`src/rtl/serial_add_pkg.sv`:
```
// Shared types and helpers for the word-level serial adder sequencer.
package serial_add_pkg;

  typedef enum logic [1:0] {IDLE, PRELOAD, SHIFT, DONE} sa_state_t;

  function automatic int cnt_w(input int width);
    return $clog2(width);
  endfunction

endpackage

```
`src/rtl/serial_shift_reg.sv`:
```
// Parallel-load, LSB-first right-shift register with serial in and out.
module serial_shift_reg #(
  parameter int WIDTH = 8
) (
  input  logic             clock,
  input  logic             reset,
  input  logic             load,
  input  logic             shift,
  input  logic [WIDTH-1:0] load_data,
  input  logic             serial_in,
  output logic             serial_out,
  output logic [WIDTH-1:0] q
);

  always_ff @(posedge clock or negedge reset) begin
    if (!reset) begin
      q <= '0;
    end else if (load) begin
      q <= load_data;
    end else if (shift) begin
      q <= {serial_in, q[WIDTH-1:1]};
    end
  end

  assign serial_out = q[0];

endmodule

```
`src/rtl/serial_add_ctrl.sv`:
```
// Sequences one WIDTH-bit addition through an external 1-bit serial adder cell,
// LSB first, with valid/ready handshakes on the operand and result sides.
module serial_add_ctrl
  import serial_add_pkg::*;
#(
  parameter int WIDTH = 8
) (
  input  logic             clock,
  input  logic             reset,
  input  logic             in_valid,
  output logic             in_ready,
  input  logic [WIDTH-1:0] in_a,
  input  logic [WIDTH-1:0] in_b,
  input  logic             in_cin,
  output logic             out_valid,
  input  logic             out_ready,
  output logic [WIDTH-1:0] out_sum,
  output logic             out_cout,
  output logic             add_a,
  output logic             add_b,
  output logic             add_clr,
  input  logic             add_s,
  input  logic             add_cout,
  output logic             busy
);

  localparam int            CW   = cnt_w(WIDTH);
  localparam logic [CW-1:0] LAST = CW'(WIDTH - 1);

  sa_state_t        state_reg, state_next;
  logic [CW-1:0]    cnt_reg;
  logic [WIDTH-1:0] out_sum_reg;
  logic             out_cout_reg;
  logic [WIDTH-1:0] a_q, b_q, s_q;
  logic             a_bit, b_bit, s_bit;
  logic             accept, shifting, last_bit;

  assign accept   = in_valid & in_ready;
  assign shifting = (state_reg == SHIFT);
  assign last_bit = shifting && (cnt_reg == LAST);

  serial_shift_reg #(.WIDTH(WIDTH)) u_a_sr (
    .clock(clock), .reset(reset), .load(accept), .shift(shifting),
    .load_data(in_a), .serial_in(1'b0), .serial_out(a_bit), .q(a_q)
  );

  serial_shift_reg #(.WIDTH(WIDTH)) u_b_sr (
    .clock(clock), .reset(reset), .load(accept), .shift(shifting),
    .load_data(in_b), .serial_in(1'b0), .serial_out(b_bit), .q(b_q)
  );

  serial_shift_reg #(.WIDTH(WIDTH)) u_s_sr (
    .clock(clock), .reset(reset), .load(accept), .shift(shifting),
    .load_data('0), .serial_in(add_s), .serial_out(s_bit), .q(s_q)
  );

  // Only the serial ends of A/B and the upper bits of the sum register are consumed.
  logic unused_bits;
  assign unused_bits = ^{a_q, b_q, s_q[0], s_bit};

  always_ff @(posedge clock or negedge reset) begin
    if (!reset) begin
      state_reg <= IDLE;
    end else begin
      state_reg <= state_next;
    end
  end

  always_comb begin
    state_next = state_reg;
    unique case (state_reg)
      IDLE:    if (accept) state_next = in_cin ? PRELOAD : SHIFT;
      PRELOAD: state_next = SHIFT;
      SHIFT:   if (last_bit) state_next = DONE;
      DONE:    if (out_ready) state_next = IDLE;
      default: state_next = IDLE;
    endcase
  end

  always_comb begin
    in_ready  = 1'b0;
    out_valid = 1'b0;
    busy      = 1'b1;
    add_a     = 1'b0;
    add_b     = 1'b0;
    add_clr   = 1'b1;
    unique case (state_reg)
      IDLE: begin
        in_ready = 1'b1;
        busy     = 1'b0;
      end
      // Driving 1+1 with a cleared carry makes the adder store carry=1.
      PRELOAD: begin
        add_a   = 1'b1;
        add_b   = 1'b1;
        add_clr = 1'b0;
      end
      SHIFT: begin
        add_a   = a_bit;
        add_b   = b_bit;
        add_clr = 1'b0;
      end
      DONE: out_valid = 1'b1;
      default: ;
    endcase
  end

  always_ff @(posedge clock or negedge reset) begin
    if (!reset) begin
      cnt_reg <= '0;
    end else if (accept) begin
      cnt_reg <= '0;
    end else if (shifting) begin
      cnt_reg <= cnt_reg + CW'(1);
    end
  end

  // The final sum bit is still combinational on add_s, so it is merged in here.
  always_ff @(posedge clock or negedge reset) begin
    if (!reset) begin
      out_sum_reg  <= '0;
      out_cout_reg <= 1'b0;
    end else if (last_bit) begin
      out_sum_reg  <= {add_s, s_q[WIDTH-1:1]};
      out_cout_reg <= add_cout;
    end
  end

  assign out_sum  = out_sum_reg;
  assign out_cout = out_cout_reg;

endmodule

```
`config.mk`:
```
export PLATFORM = sky130hd
export DESIGN_NAME = serial_add_ctrl
export DESIGN_NICKNAME = d
export VERILOG_FILES = /design/src/rtl/serial_add_pkg.sv /design/src/rtl/serial_shift_reg.sv /design/src/rtl/serial_add_ctrl.sv
export SDC_FILE = /design/constraint.sdc
export NUM_CORES = 1
export LEC_CHECK = 0
export BUFFER_PORTS_ARGS = -buffer_cell sky130_fd_sc_hd__buf_2
export CAP_MARGIN = 20
export CORE_MARGIN = 1
export CORE_UTILIZATION = 45
export DETAILED_ROUTE_END_ITERATION = 12
export PLACE_DENSITY = 0.71
export SKIP_LAST_GASP = 1
export SLEW_MARGIN = 20
export SYNTH_ARGS = -nofsm -noshare
export SYNTH_HDL_FRONTEND = slang
export SYNTH_SLANG_ARGS = --single-unit
```
`constraint.sdc`:
```
create_clock -name clock -period 1.75 [get_ports clock]
set_clock_uncertainty 0.15 [all_clocks]
set_input_delay 0.4375 -clock clock [delete_from_list [all_inputs] [get_ports clock]]
set_output_delay 0.4375 -clock clock [all_outputs]
set_load 0.02 [all_outputs]
```
==> results of run 1 <==
==> stage by stage <==
| step | hold slack [ns] | power [uW] |
|---|---|---|
| 2_1_floorplan | -0.00809 | 2800 |
| 3_3_place_gp | 0.334 | 3130 |
| 3_5_place_dp | 0.338 | 3220 |
| 4_1_cts | 0.0454 | 4090 |
| 5_1_grt | 0.0734 | 4600 |
| 6_report | 0.0360 | 4290 |
==> final timing paths <==
path | endpoint | depth (start not counted)
max | add_a | 5
min | u_b_sr.q[3]$_DFFE_PN0P_ | 2
max reg2reg | state_reg[0]$_DFFE_PN0P_ | 6
min reg2reg | out_sum[1]$_DFFE_PN0P_ | 1
max in group asynchronous | state_reg[0]$_DFFE_PN0P_ | 2
min in group clock | u_a_sr.q[5]$_DFFE_PN0P_ | 3
==> layout by cell type, fill, tap and decap left out <==
cell,instances
inv_2,1
and2_1,1
inv_4,2
buf_6,3
o21ai_0,3
dfrtp_2,1
a222oi_1,1
dfrtp_1,36
nand2_1,18
nor2_4,2
o21ai_1,14
clkinvlp_4,1
clkbuf_8,5
buf_2,33
buf_4,13
ha_4,5
a21oi_4,2
nor2_1,10
ha_1,3
buf_12,2
clkinv_2,2
mux2i_1,26
xnor2_1,1
inv_1,4
nand2b_1,2
mux2_2,9
==> routing by layer <==
metal	vias up	wire length, um
met5	-	0
met2	29	1720
met3	9	155
met4	0	70
met1	581	1390
li1	599	-
==> cell families (layout without fill, tap and decap cells) <==
kind of cell	count (synthesis)	after routing	synth area share, %
buffers and inverters	15	66	4.11
AND/OR/NAND/NOR	33	33	7.71
flip-flops	37	37	54.4
XOR/XNOR	1	1	0.514
multiplexers	35	35	21.2
AO/OA/AOI/OAI	20	20	6.17
adder cells (fa/ha/maj)	8	8	5.88
==> what timing repair did <==
action / CTS / global route
setup endpoints to repair: 5 / 8
hold buffers: 0 / 0
resized for setup: 16 / 9
pin swaps: 2 / 2
buffers inserted: 5 / 3
==> power by group through the flow <==
stage	combinational [uW]	clock, uW	sequential [uW]
floorplan	1300	0	1510
global placement	1680	0	1450
detailed placement	1750	0	1470
CTS	2040	590	1460
global route	2450	628	1520
finish	2250	563	1470
==> final cells by class <==
cell class / count / area share [%]
well taps: 46 / 2.56
repair buffers: 51 / 15.0
clock buffers: 5 / 3.06
flip-flops and latches: 37 / 41.3
clock inverters: 3 / 0.780
inverters: 7 / 1.39
multi-input cells: 97 / 35.9
==> worst reg2reg max path, cell delays in order, from the launching register on <==
cell and delay [ns]:
dfrtp_2 0.45, buf_4 0.15, buf_4 0.14, ha_4 0.16, a222oi_1 0.33, buf_4 0.19
mux2i_1 0.20
==> results, run 1 <==
- For flop-to-flop paths, the worst setup slack is -0.10 ns.
- TritonCTS built the clock tree.
- The internal portion of the total power is ~2600 uW.
- The placement row count is 21.
- The final cycle utilization of the critical path is 111%.
- Power spread over the standard cell area amounts to 1910 nW/um2.
- The net switching power is roughly 1700 uW.
- Together, buffers and inverters on the worst path number 2.
- The sum of routed wire length over all layers is roughly 3300 um.
- The routed length per placed instance is approximately 14 um.
- After synthesis, the most frequently instantiated cells are 37 x dfrtp_1, 26 x mux2i_1, 18 x nand2_1.
- The number of non-filler instances in the completed layout is 246.
- The path class of the tightest hold or removal check is input pin to async pin.
- After synthesis, the netlist uses 17 different library cells.
- Summing all flip-flop and latch instances after layout gives a little over 900 um2.
- The pre-antenna-repair detailed-routing pass consisted of 4 iterations.
- The combined area of all synthesized cells is approximately 1700 um2.
- The share of cells above drive strength 1 is 40.5%.
- Across all layers, the routed design uses between 1000 and 1500 vias.
- The die covers between 4000 and 5000 um2.
- The tool flagged a number of max-cap violations equal to 0.
- The leakage power summed over all cells is 0.00111 uW.
- For this design, the slowest cell found on the critical path is dfrtp_1.
- The maximum clock frequency is between 0.5 and 0.6 GHz.
- The height of the die is 63.5 um.
- The flow ran to the end, but the final reports show violations.
- With fillers left out, the area of the finished cells amounts to around 2200 um2.
- The clock share of power is a little over an eighth.
- The stage delay of the slowest cell on the critical path is between 0.4 and 0.5 ns.
- Yosys mapped a number of flops with a built-in enable equal to 0.
- The post-synthesis to final-layout area growth is 31.9%.
- Clock latency on the worst-skew pair, taken at its later pin, is around 0.28 ns.
- After legalization and detailed placement, the total HPWL measured 2070 um.
- Clock tree synthesis inserted a total of 5 buffers.
- met2 is the most crowded layer.
- For this run, the leading register cell type out of synthesis is dfrtp_1.
- The repair_antennas step left the layout with diodes totalling 0.
- Ranked by total cell area, the synthesized netlist is headed by dfrtp_1 54%, mux2i_1 15%, mux2_2 6.0%.
- For this run, global-route usage on met1 was measured as between 10% and 20%.
- Of the synthesized area, sequential elements account for a little over half.
- Adding up every negative setup slack in the final design gives -0.877 ns.
- The switching part of the total power is slightly below 40%.
- In the global route stage, met2 resource usage came out at about a third.
- The area of the core is 3470 um2.
- The highest fanout seen on the critical path is 3.
- The number of pins exceeding their max-slew limit in the final report was 0.
- The number of antenna violations at the first check in global routing is 0.
- CTS saw 37 sinks.
- The violation count after the first detailed-routing iteration is 49.
- For this run, global-route usage on met3 was measured as under 10%.
- The count of endpoints failing hold in the final timing report came to 0.
- The clock transition at the registers of the reported paths is around 0.07 ns.
- Measured along the x axis, the die boundary spans about 64 um.
- The worst supply voltage drop on vdd is 966 uV.
- Across all setup checks in the final design, the least slack found is -0.189 ns.
- Cells fill about two thirds of the core in the end.
- The combinational cell fraction of total power is between 50% and 60%.
- Counting flops and latches in the post-synthesis netlist gives 37.
- The top cell type's share of synthesized area is 54.4%.
- Entering global routing, the biggest net connects 38 pins.
- The root buffer cell chosen for the clock tree is clkbuf_8.
- The endpoint class of the critical path is an output pin.
- Grouping stages by cell kind, the critical path spends the most delay in flip-flops.
- Setup violations remaining at the end of the flow were counted as 8.
- The number of instances in the synthesized netlist is about 150.
- Once detail routing completed, the nets flagged for antenna violations numbered 0.
- The post-synthesis cell type with the largest combined area is dfrtp_1.
- The number of warning messages in the yosys log is 0.
- Walking the worst path, the cells encountered are buf_4, ha_4, a21oi_4, nor2_4, buf_6.
- The number of I/O port buffers is 37.
- OpenSTA, run right after detailed placement, puts the worst setup slack at -0.0237 ns.
- The via count of the first global-routing pass is approximately 1200.
- The worst-case clock buffer depth is 2.
- The average via count per standard cell is 4.95.
- In the final layout, the multi-input gates occupy approximately 810 um2.
- At the worst endpoint, the required time is 1.16 ns.
- Including well taps, the total number of placed cells is 230.
- The H-tree generated during clock tree synthesis spans 2 levels.
- The startpoint identified for the worst register-to-register timing path is state_reg[0]$_DFFE_PN0P_.
- The most frequent cell after synthesis is dfrtp_1.
- A synthesized cell averages between 10 and 15 um2.
- The initial utilization of the core area, before any placement, comes to 49.1%.
- For this run the aggregate overflow at the end of global routing stands at 0.
- The count of pins on the block boundary is 38.
- Data arrives at the worst endpoint at between 1 and 1.5 ns.
- The final reports fail on negative setup slack.
- Tracing the worst setup path back leads to its startpoint at state_reg[1]$_DFFE_PN0P_.
- Counting the fill cells in the layout gives between 200 and 300.
- The final RePlAce weighted congestion is between 0.7 and 0.8.
- Setup repair after global routing could not meet its margin everywhere.
- Global routing used 17.6% of the available tracks.
- The worst path in the final design needs a cycle of ~1.9 ns, including I/O delays and setup.
- The worst setup path is of the flip-flop to output pin kind.
- The worst setup path is launched from a flip-flop.
- Summing all placed instances gives a cell area of 1990 um2.
- The post-layout net count is 230.
- Measured against its own limit, the worst slew margin works out to a little over two thirds.
- The number of nets in the synthesized netlist is 180.
- The relative contribution of sequential cells to total power is about a third.
- The first global-routing pass estimated around 5400 um of wire.
- For this run, asynchronously set or reset flops after synthesis account for between 90% and 100%.
- At the pin with the least slew margin, the transition time is 0.454 ns.
- The DRC violation count after routing is 0.
Note: power is estimated with default switching activity, not from simulation.
==> run 2: changes to the inputs <==
--- a/config.mk
+++ b/config.mk
@@ -7,6 +7,7 @@
 export LEC_CHECK = 0
 export BUFFER_PORTS_ARGS = -buffer_cell sky130_fd_sc_hd__buf_2
 export CAP_MARGIN = 20
+export CORE_ASPECT_RATIO = 2
 export CORE_MARGIN = 1
 export CORE_UTILIZATION = 45
 export DETAILED_ROUTE_END_ITERATION = 12
==> results, run 2 (same netlist as run 1, synthesis figures left out) <==
- The power per standard cell area was 1870 nW/um2 (-1.8%).
- The least setup slack across all paths after layout came to -0.166 ns (+0.0228 ns).
- The leakage power summed over all cells is 0.00111 uW (+0.16%).
- Setup repair after global routing could not meet its margin everywhere.
- The overall routing resource usage came to 18.6% (+1.0 points).
- The startpoint class of the critical path is a flip-flop.
- The final cycle utilization of the critical path is 109% (-1.3 points).
- The number of I/O port buffers was 37 (unchanged).
- The number of buffers inserted during clock tree synthesis is 5 (unchanged).
- The data required time at the worst endpoint is 1.16 ns (about the same).
- The final reports fail on negative setup slack.
- The worst-case setup slack after placement is -0.0111 ns (+0.0125 ns).
- The maximum clock frequency is 0.522 GHz (+1.2%).
- The first-pass GRT wire length is 5330 um (-1.3%).
- The worst supply voltage drop on vdd is 1220 uV (+27%).
- The via count of the first global-routing pass is 1286 (+3.1%).
- The number of endpoints failing setup at the final stage is 6 (-2).
- The die extent in x is 45.5 um (-28%).
- The total negative slack for setup checks is -0.651 ns (+0.226 ns).
- The area of the die came to 4050 um2 (+0.37%).
- In this run the worst setup path terminates at add_a.
- The highest fanout seen on the critical path is 5 (+2).
- The placement row count came to 31 (+48%).
- The final RePlAce weighted congestion was 0.752 (-0.46%).
- TritonCTS built the clock tree.
- The clock transition at the registers of the reported paths came to 0.07 ns (about the same).
- In this run the worst setup path begins at state_reg[0]$_DFFE_PN0P_.
- The length of the first detailed-routing pass in iterations is 4 (unchanged).
- The starting density of the core was 47.2% (-1.9 points).
- The count of cells along the worst register-to-register path is 5 (-1).
- The number of antenna-violating nets in the routed design came to 0 (unchanged).
- The total via count in the routed design is 1231 (+1.1%).
- The count of endpoints failing hold in the final timing report was 0 (unchanged).
- The violation count after the first detailed-routing iteration is 11 (-78%).
- The DRC violation count after routing was 0 (unchanged).
- The transition time of the tightest slew-check pin was 0.500 ns (+0.0459 ns).
- Traced cell by cell, the critical path runs through inv_4, ha_4, inv_2, nor2_2, buf_4.
- The height of the die is 89.0 um (+40%).
- The detailed placement HPWL is 2290 um (+10%).
- The setup slack of the most critical reg-to-reg path is -0.06 ns (+0.04 ns).
- The average via count per standard cell is 4.96 (+0.25%).
- The worst setup path is captured at an output pin.
- The number of antenna violations at the first check in global routing is 0 (unchanged).
- The worst register-to-register path ends at state_reg[1]$_DFFE_PN0P_.
- The total non-filler cell area in the finished layout was 2250 um2 (about the same).
- The number of diodes added for antenna fixing is 0 (unchanged).
- The worst hold path belongs to the class input pin to flip-flop.
- The clock period minus worst slack is 1.92 ns (-0.0228 ns).
- The sum of routed wire length over all layers is 3350 um (+0.51%).
- The maximum level of the CTS H-tree is 2 (unchanged).
- The stage delay of the slowest cell on the critical path was 0.44 ns (+0.03 ns).
- The routed length per placed instance was 13.5 um (-0.30%).
- The share of cells above drive strength 1 is 40.7% (+0.20 points).
- The number of pins exceeding their max-slew limit in the final report is 0 (unchanged).
- The leading cell type in the layout, fill and taps excluded is dfrtp_1.
- The worst-case clock buffer depth was 2 (unchanged).
- The count of pins on the block boundary came to 38 (unchanged).
- The start-to-end type of the worst setup path is flip-flop to output pin.
- The clock latency on the worst-skew pair is 0.29 ns (about the same).
- The slowest stage cell on the critical path is dfrtp_2.
- The data arrival at the endpoint of the critical path was 1.33 ns (-0.02 ns).
- The maximum number of pins on one net before global-route repair was 43 (+13%).
- The normalized max-slew margin is 66.6% (-3.1 points).
- In the layout the commonest cells are 36 x dfrtp_1, 32 x buf_2, 26 x mux2i_1.
- The post-synthesis to final-layout area growth is 32.0% (about the same).
- The flow ran to the end, but the final reports show violations.
- The startpoint identified for the worst register-to-register timing path is state_reg[0]$_DFFE_PN0P_.
- The total grt overflow is 0 (unchanged).
- The clock root buffer is clkbuf_8.
- The post-layout net count is 229 (-0.43%).
- The number of clock sinks is 37 (unchanged).
- The max-capacitance violation count was 0 (unchanged).
- The placed instance area is 2000 um2 (+0.44%).
- The area of the core is 3610 um2 (+4.0%).
run 2: changes by cell type in the layout (fill, tap and decap cells not counted), sizes merged:
| cell | before | now |
|---|---|---|
| clkinvlp | 1 | 0 |
| buf | 51 | 49 |
| clkinv | 2 | 1 |
| clkbuf | 5 | 7 |
| dlygate4sd3 | 0 | 1 |
run 2: cell type report:
type	count	area, um2
flip-flops and latches	37	927
well taps	49	61.3
fillers	313	1360
clock buffers	7	96.3
inverters	7	28.8
multi-input cells	97	782
repair buffers	50	347
clock inverters	1	5.00
run 2: per-layer routing:
metal  global-route usage (%)  vias to the layer above  share of wire, %
met2                     32.7                       33                54
met3                     6.06                       11               4.0
met1                     18.1                      589                39
met5                        0                        -                 0
li1                         -                      598                 -
met4                     10.5                        0               3.3
run 2: worst max-delay path: cells and delay by family, from the launching register on:
family,cells,cell delay (ns)
DFF,1,0.44
and+or+nand+nor,1,0.03
buffers and inverters,3,0.35
adders and majority gates,1,0.22
run 2: worst min path at each step:
| stage | startpoint | to | slack [ns] | depth (start not counted) |
|---|---|---|---|---|
| final | in_b[5] | u_b_sr.q[5]$_DFFE_PN0P_ | 0.21 | 3 |
| after detailed placement | reset | u_a_sr.q[0]$_DFFE_PN0P_ | 0.28 | 1 |
| after global placement | reset | u_a_sr.q[1]$_DFFE_PN0P_ | 0.27 | 1 |
| after CTS | in_a[3] | u_a_sr.q[3]$_DFFE_PN0P_ | 0.21 | 3 |
| after global routing | in_a[7] | u_a_sr.q[7]$_DFFE_PN0P_ | 0.22 | 3 |
| after floorplan | reset | cnt_reg[0]$_DFFE_PN0P_ | -0.008 | 0 |
run 2: metrics by stage:
step / hold slack [ns] / utilization (%) / total power [uW] / instances
6_report: 0.205 / 62.3 / 4210 / 248
5_1_grt: 0.216 / 62.3 / 4510 / 248
4_1_cts: 0.205 / 61.5 / 4170 / 248
3_5_place_dp: 0.279 / 55.4 / 3230 / 232
3_3_place_gp: 0.268 / 55.4 / 3140 / 232
2_1_floorplan: -0.00809 / - / 2800 / 149
run 2: where the power goes:
| group | total (uW) | internal, uW | switching (uW) |
|---|---|---|---|
| Sequential | 1480 | 1240 | 239 |
| Combinational | 2090 | 1020 | 1080 |
| Clock | 643 | 355 | 288 |
| Total | 4210 | 2610 | 1600 |
run 2: what timing repair did:
item / 4_1_cts / 5_1_grt
pin swaps: 2 / 2
hold buffers: 1 / 0
gates resized for setup: 16 / 7
setup endpoints to repair: 7 / 8
buffers inserted: 7 / 0
endpoints found under the hold margin: 20 / 0
gates cloned: 0 / 0
==> run 3: changes to the inputs <==
--- a/config.mk
+++ b/config.mk
@@ -5,13 +5,14 @@
 export SDC_FILE = /design/constraint.sdc
 export NUM_CORES = 1
 export LEC_CHECK = 0
+export ABC_AREA = 1
 export BUFFER_PORTS_ARGS = -buffer_cell sky130_fd_sc_hd__buf_2
 export CAP_MARGIN = 20
 export CORE_ASPECT_RATIO = 2
 export CORE_MARGIN = 1
 export CORE_UTILIZATION = 45
 export DETAILED_ROUTE_END_ITERATION = 12
-export PLACE_DENSITY = 0.71
+export PLACE_DENSITY = 0.7
 export SKIP_LAST_GASP = 1
 export SLEW_MARGIN = 20
 export SYNTH_ARGS = -nofsm -noshare
==> results, run 3 <==
- The first-pass GRT wire length came to 5740 um (+7.6%).
- The number of endpoints failing setup at the final stage is 3 (-3).
- The total negative slack for setup checks is -0.315 ns (+0.335 ns).
- The worst setup path is of the flip-flop to output pin kind.
- The number of flops mapped to enable cells by yosys is 0 (unchanged).
- The most frequent cell after synthesis is nand2_1.
- The worst-case clock buffer depth is 2 (unchanged).
- The placed cell count is 285 (+23%).
- Counting instances in the post-synthesis netlist gives the leading cell types as 54 x nand2_1, 37 x dfrtp_1, 18 x nand3_1, 18 x nor2_1, 16 x inv_1.
- The post-synthesis cell type count is 18 (+1).
- The sum of routed wire length over all layers is 3370 um (+0.66%).
- The starting density of the core is 47.1% (-0.14 points).
- The relative contribution of sequential cells to total power is 34.5% (-0.5 points).
- The internal cell power is 2360 uW (-9.6%).
- The final RePlAce weighted congestion is 0.810 (+7.6%).
- The leakage power summed over all cells is 0.00113 uW (+2.0%).
- Traced cell by cell, the critical path runs through inv_2, ha_2, nand2_1, a21oi_2, buf_6.
- The net count after synthesis was 230 (+28%).
- The routed length per placed instance is 11.4 um (-16%).
- The number of pins exceeding their max-slew limit in the final report was 0 (unchanged).
- The clock transition at the registers of the reported paths is 0.07 ns (about the same).
- The post-layout net count is 275 (+20%).
- The least setup slack across all paths after layout came to -0.152 ns (+0.0140 ns).
- The power per standard cell area is 1790 nW/um2 (-4.7%).
- The number of I/O port buffers was 37 (unchanged).
- The core utilization of the finished layout is 58.0% (-4.3 points).
- The placement row count is 32 (+3.2%).
- The post-synthesis register bit count was 37 (unchanged).
- The length of the first detailed-routing pass in iterations is 4 (unchanged).
- The data required time at the worst endpoint is 1.16 ns (about the same).
- The number of antenna violations at the first check in global routing is 0 (unchanged).
- The net switching power was 1660 uW (+3.7%).
- The final cycle utilization of the critical path is 109% (-0.80 points).
- The maximum clock frequency is 0.526 GHz (+0.74%).
- The post-synthesis average cell area is 9.19 um2 (-20%).
- The post-synthesis to final-layout area growth is 23.2%.
- The total non-filler cell area in the finished layout was 2250 um2 (+0.22%).
- The number of instances in the synthesized netlist is 199 (+34%).
- The number of warning messages in the yosys log is 0 (unchanged).
- The count of pins on the block boundary is 38 (unchanged).
- The max-capacitance violation count came to 0 (unchanged).
- CTS placed an instance of clkbuf_8 at the clock tree root.
- The via count of the first global-routing pass is 1356 (+5.4%).
- In the layout the commonest cells are 54 x nand2_1, 37 x dfrtp_1, 31 x buf_2.
- The total grt overflow is 0 (unchanged).
- The stage delay of the slowest cell on the critical path is 0.39 ns (-0.05 ns).
- The detailed placement HPWL is 2430 um (+6.2%).
- In this run the worst hold path is classified as input pin to flip-flop.
- The DRC violation count after routing is 0 (unchanged).
- The buffer and inverter count on the worst path is 2 (-1).
- The total via count in the routed design is 1453 (+18%).
- The startpoint class of the critical path is a flip-flop.
- The worst supply voltage drop on vdd was 1010 uV (-18%).
- Setup repair after global routing could not meet its margin everywhere.
- The CTS tree is done.
- The number of non-filler instances in the completed layout is 296 (+19%).
- The post-synthesis cell type with the largest combined area is dfrtp_1.
- The clock latency on the worst-skew pair is 0.28 ns (about the same).
- The area of the die was 4340 um2 (+7.1%).
- The number of buffers inserted during clock tree synthesis came to 5 (unchanged).
- The maximum level of the CTS H-tree is 2 (unchanged).
- The combined area of all synthesized cells is 1830 um2 (+7.3%).
- The clock period minus worst slack is 1.90 ns (-0.0140 ns).
- After synthesis, the cell types taking the most area are dfrtp_1 51%, nand2_1 11%, o21ai_2 7.2%.
- The most common flop cell mapped by yosys is dfrtp_1.
- The die extent in x is 47.1 um (+3.4%).
- The proportion of synthesized flip-flops having asynchronous set or reset is 100% (unchanged).
- The maximum number of pins on one net before global-route repair is 27 (-37%).
- The share of cells above drive strength 1 was 34.7% (-6.0 points).
- The sequential fraction of the synthesis area is 50.7% (-3.7 points).
- The data arrival at the endpoint of the critical path is 1.31 ns (-0.02 ns).
- The top cell type's share of synthesized area was 50.7% (-3.7 points).
- The normalized max-slew margin came to 76.4% (+9.8 points).
- The violation count after the first detailed-routing iteration is 20 (+9).
- The checks that failed: negative setup slack.
- The number of clock sinks came to 37 (unchanged).
- The slowest stage cell on the critical path is dfrtp_1.
- The worst setup path is captured at an output pin.
- The library cell used most frequently in the layout, excluding fill and tap cells, is nand2_1.
- The count of endpoints failing hold in the final timing report is 0 (unchanged).
- The flow ran to the end, but the final reports show violations.
- The average via count per standard cell is 4.91 (-1.1%).
- The highest fanout seen on the critical path is 4 (-1).
- The number of diodes added for antenna fixing is 0 (unchanged).
- The switching part of the total power was 41.4% (+3.3 points).
- The clock share of power came to 14.0% (-1.3 points).
- The area of the core is 3880 um2 (+7.7%).
- The height of the die is 92.1 um (+3.5%).
- The transition time of the tightest slew-check pin is 0.353 ns (-0.147 ns).
- The number of antenna-violating nets in the routed design came to 0 (unchanged).
- The overall routing resource usage was 18.1% (-0.50 points).
- The placed instance area is 2080 um2 (+4.3%).
- The kind of cell with the highest combined delay along the critical path is flip-flops.
- The combinational cell fraction of total power was 51.6% (+1.9 points).
- The total chip power is 4020 uW (-4.5%).
run 3: cell count changes in the layout (fill, tap and decap cells not counted), sizes merged, moves of 2 or more:
cell / before / now
clkinv: 1 / 3
buf: 49 / 47
mux2i: 26 / 0
mux2: 9 / 0
nor2: 12 / 18
a31oi: 0 / 12
nand3: 0 / 18
nand2: 18 / 57
nand2b: 2 / 0
inv: 7 / 17
run 3: worst register-to-register path, delay by kind of cell, from the launching register on:
family | cells | cell delay, ns
simple gates | 1 | 0.16
flops | 1 | 0.36
compound gates | 1 | 0.14
buf+inv | 3 | 0.54
fa+ha+maj | 1 | 0.19
run 3: power by group through the flow:
stage          logic, uW  registers (uW)  clock network [uW]
3_3_place_gp        1810            1390                   0
2_1_floorplan       1390            1430                   0
6_report            2070            1390                 562
3_5_place_dp        1850            1400                   0
5_1_grt             2320            1430                 616
4_1_cts             2030            1380                 578
run 3: cell families (layout without fill, tap and decap cells):
kind of cell | count (synthesis) | after routing | synth area share, %
and+or+nand+nor | 93 | 93 | 21.3
DFF | 37 | 37 | 50.7
AOI/OAI and AO/OA | 32 | 32 | 12.8
buffers and inverters | 28 | 74 | 9.31
adders and majority gates | 8 | 8 | 5.48
xor gates and xnor gates | 1 | 1 | 0.479
run 3: worst paths after layout:
path	startpoint	endpoint	slack, ns	cells after the start
max	state_reg[0]$_DFFE_PN0P_	add_a	-0.15	5
min	in_b[7]	u_b_sr.q[7]$_DFFE_PN0P_	0.20	3
max reg2reg	state_reg[0]$_DFFE_PN0P_	u_s_sr.q[4]$_DFFE_PN0P_	0.15	6
min reg2reg	out_cout$_DFFE_PN0P_	out_cout$_DFFE_PN0P_	0.33	2
max in group asynchronous	reset	u_a_sr.q[1]$_DFFE_PN0P_	0.59	3
min in group asynchronous	reset	u_b_sr.q[1]$_DFFE_PN0P_	0.43	2
run 3: metrics by stage:
| stage | hold WS (ns) | setup WS (ns) |
|---|---|---|
| 6_report | 0.198 | -0.152 |
| 5_1_grt | 0.209 | -0.242 |
| 4_1_cts | 0.193 | -0.134 |
| 3_5_place_dp | 0.215 | 0.0933 |
| 3_3_place_gp | 0.211 | 0.131 |
| 2_1_floorplan | -0.00809 | -0.0729 |
run 3: area by class of cell:
type / count / area, um2
flip-flops and latches: 37 / 926
clock inverters: 2 / 10.0
well taps: 51 / 63.8
clock buffers: 6 / 72.6
multi-input cells: 134 / 759
inverters: 18 / 75.1
fillers: 376 / 1630
repair buffers: 48 / 345
run 3: routing by layer:
| layer | wire length (um) | track usage (%) | part of all wire, % |
|---|---|---|---|
| met2 | 1850 | 29.9 | 55 |
| met4 | 57 | 7.14 | 1.7 |
| met3 | 97 | 4.72 | 2.9 |
| met5 | 0 | 0 | 0 |
| met1 | 1370 | 21.3 | 41 |
run 3: what timing repair did:
action	CTS	global route
resized for setup	14	8
pin swaps	0	0
setup buffers	2	0
gates cloned	0	0
setup endpoints to repair	6	6
hold endpoints to repair	13	0
hold buffers	1	0
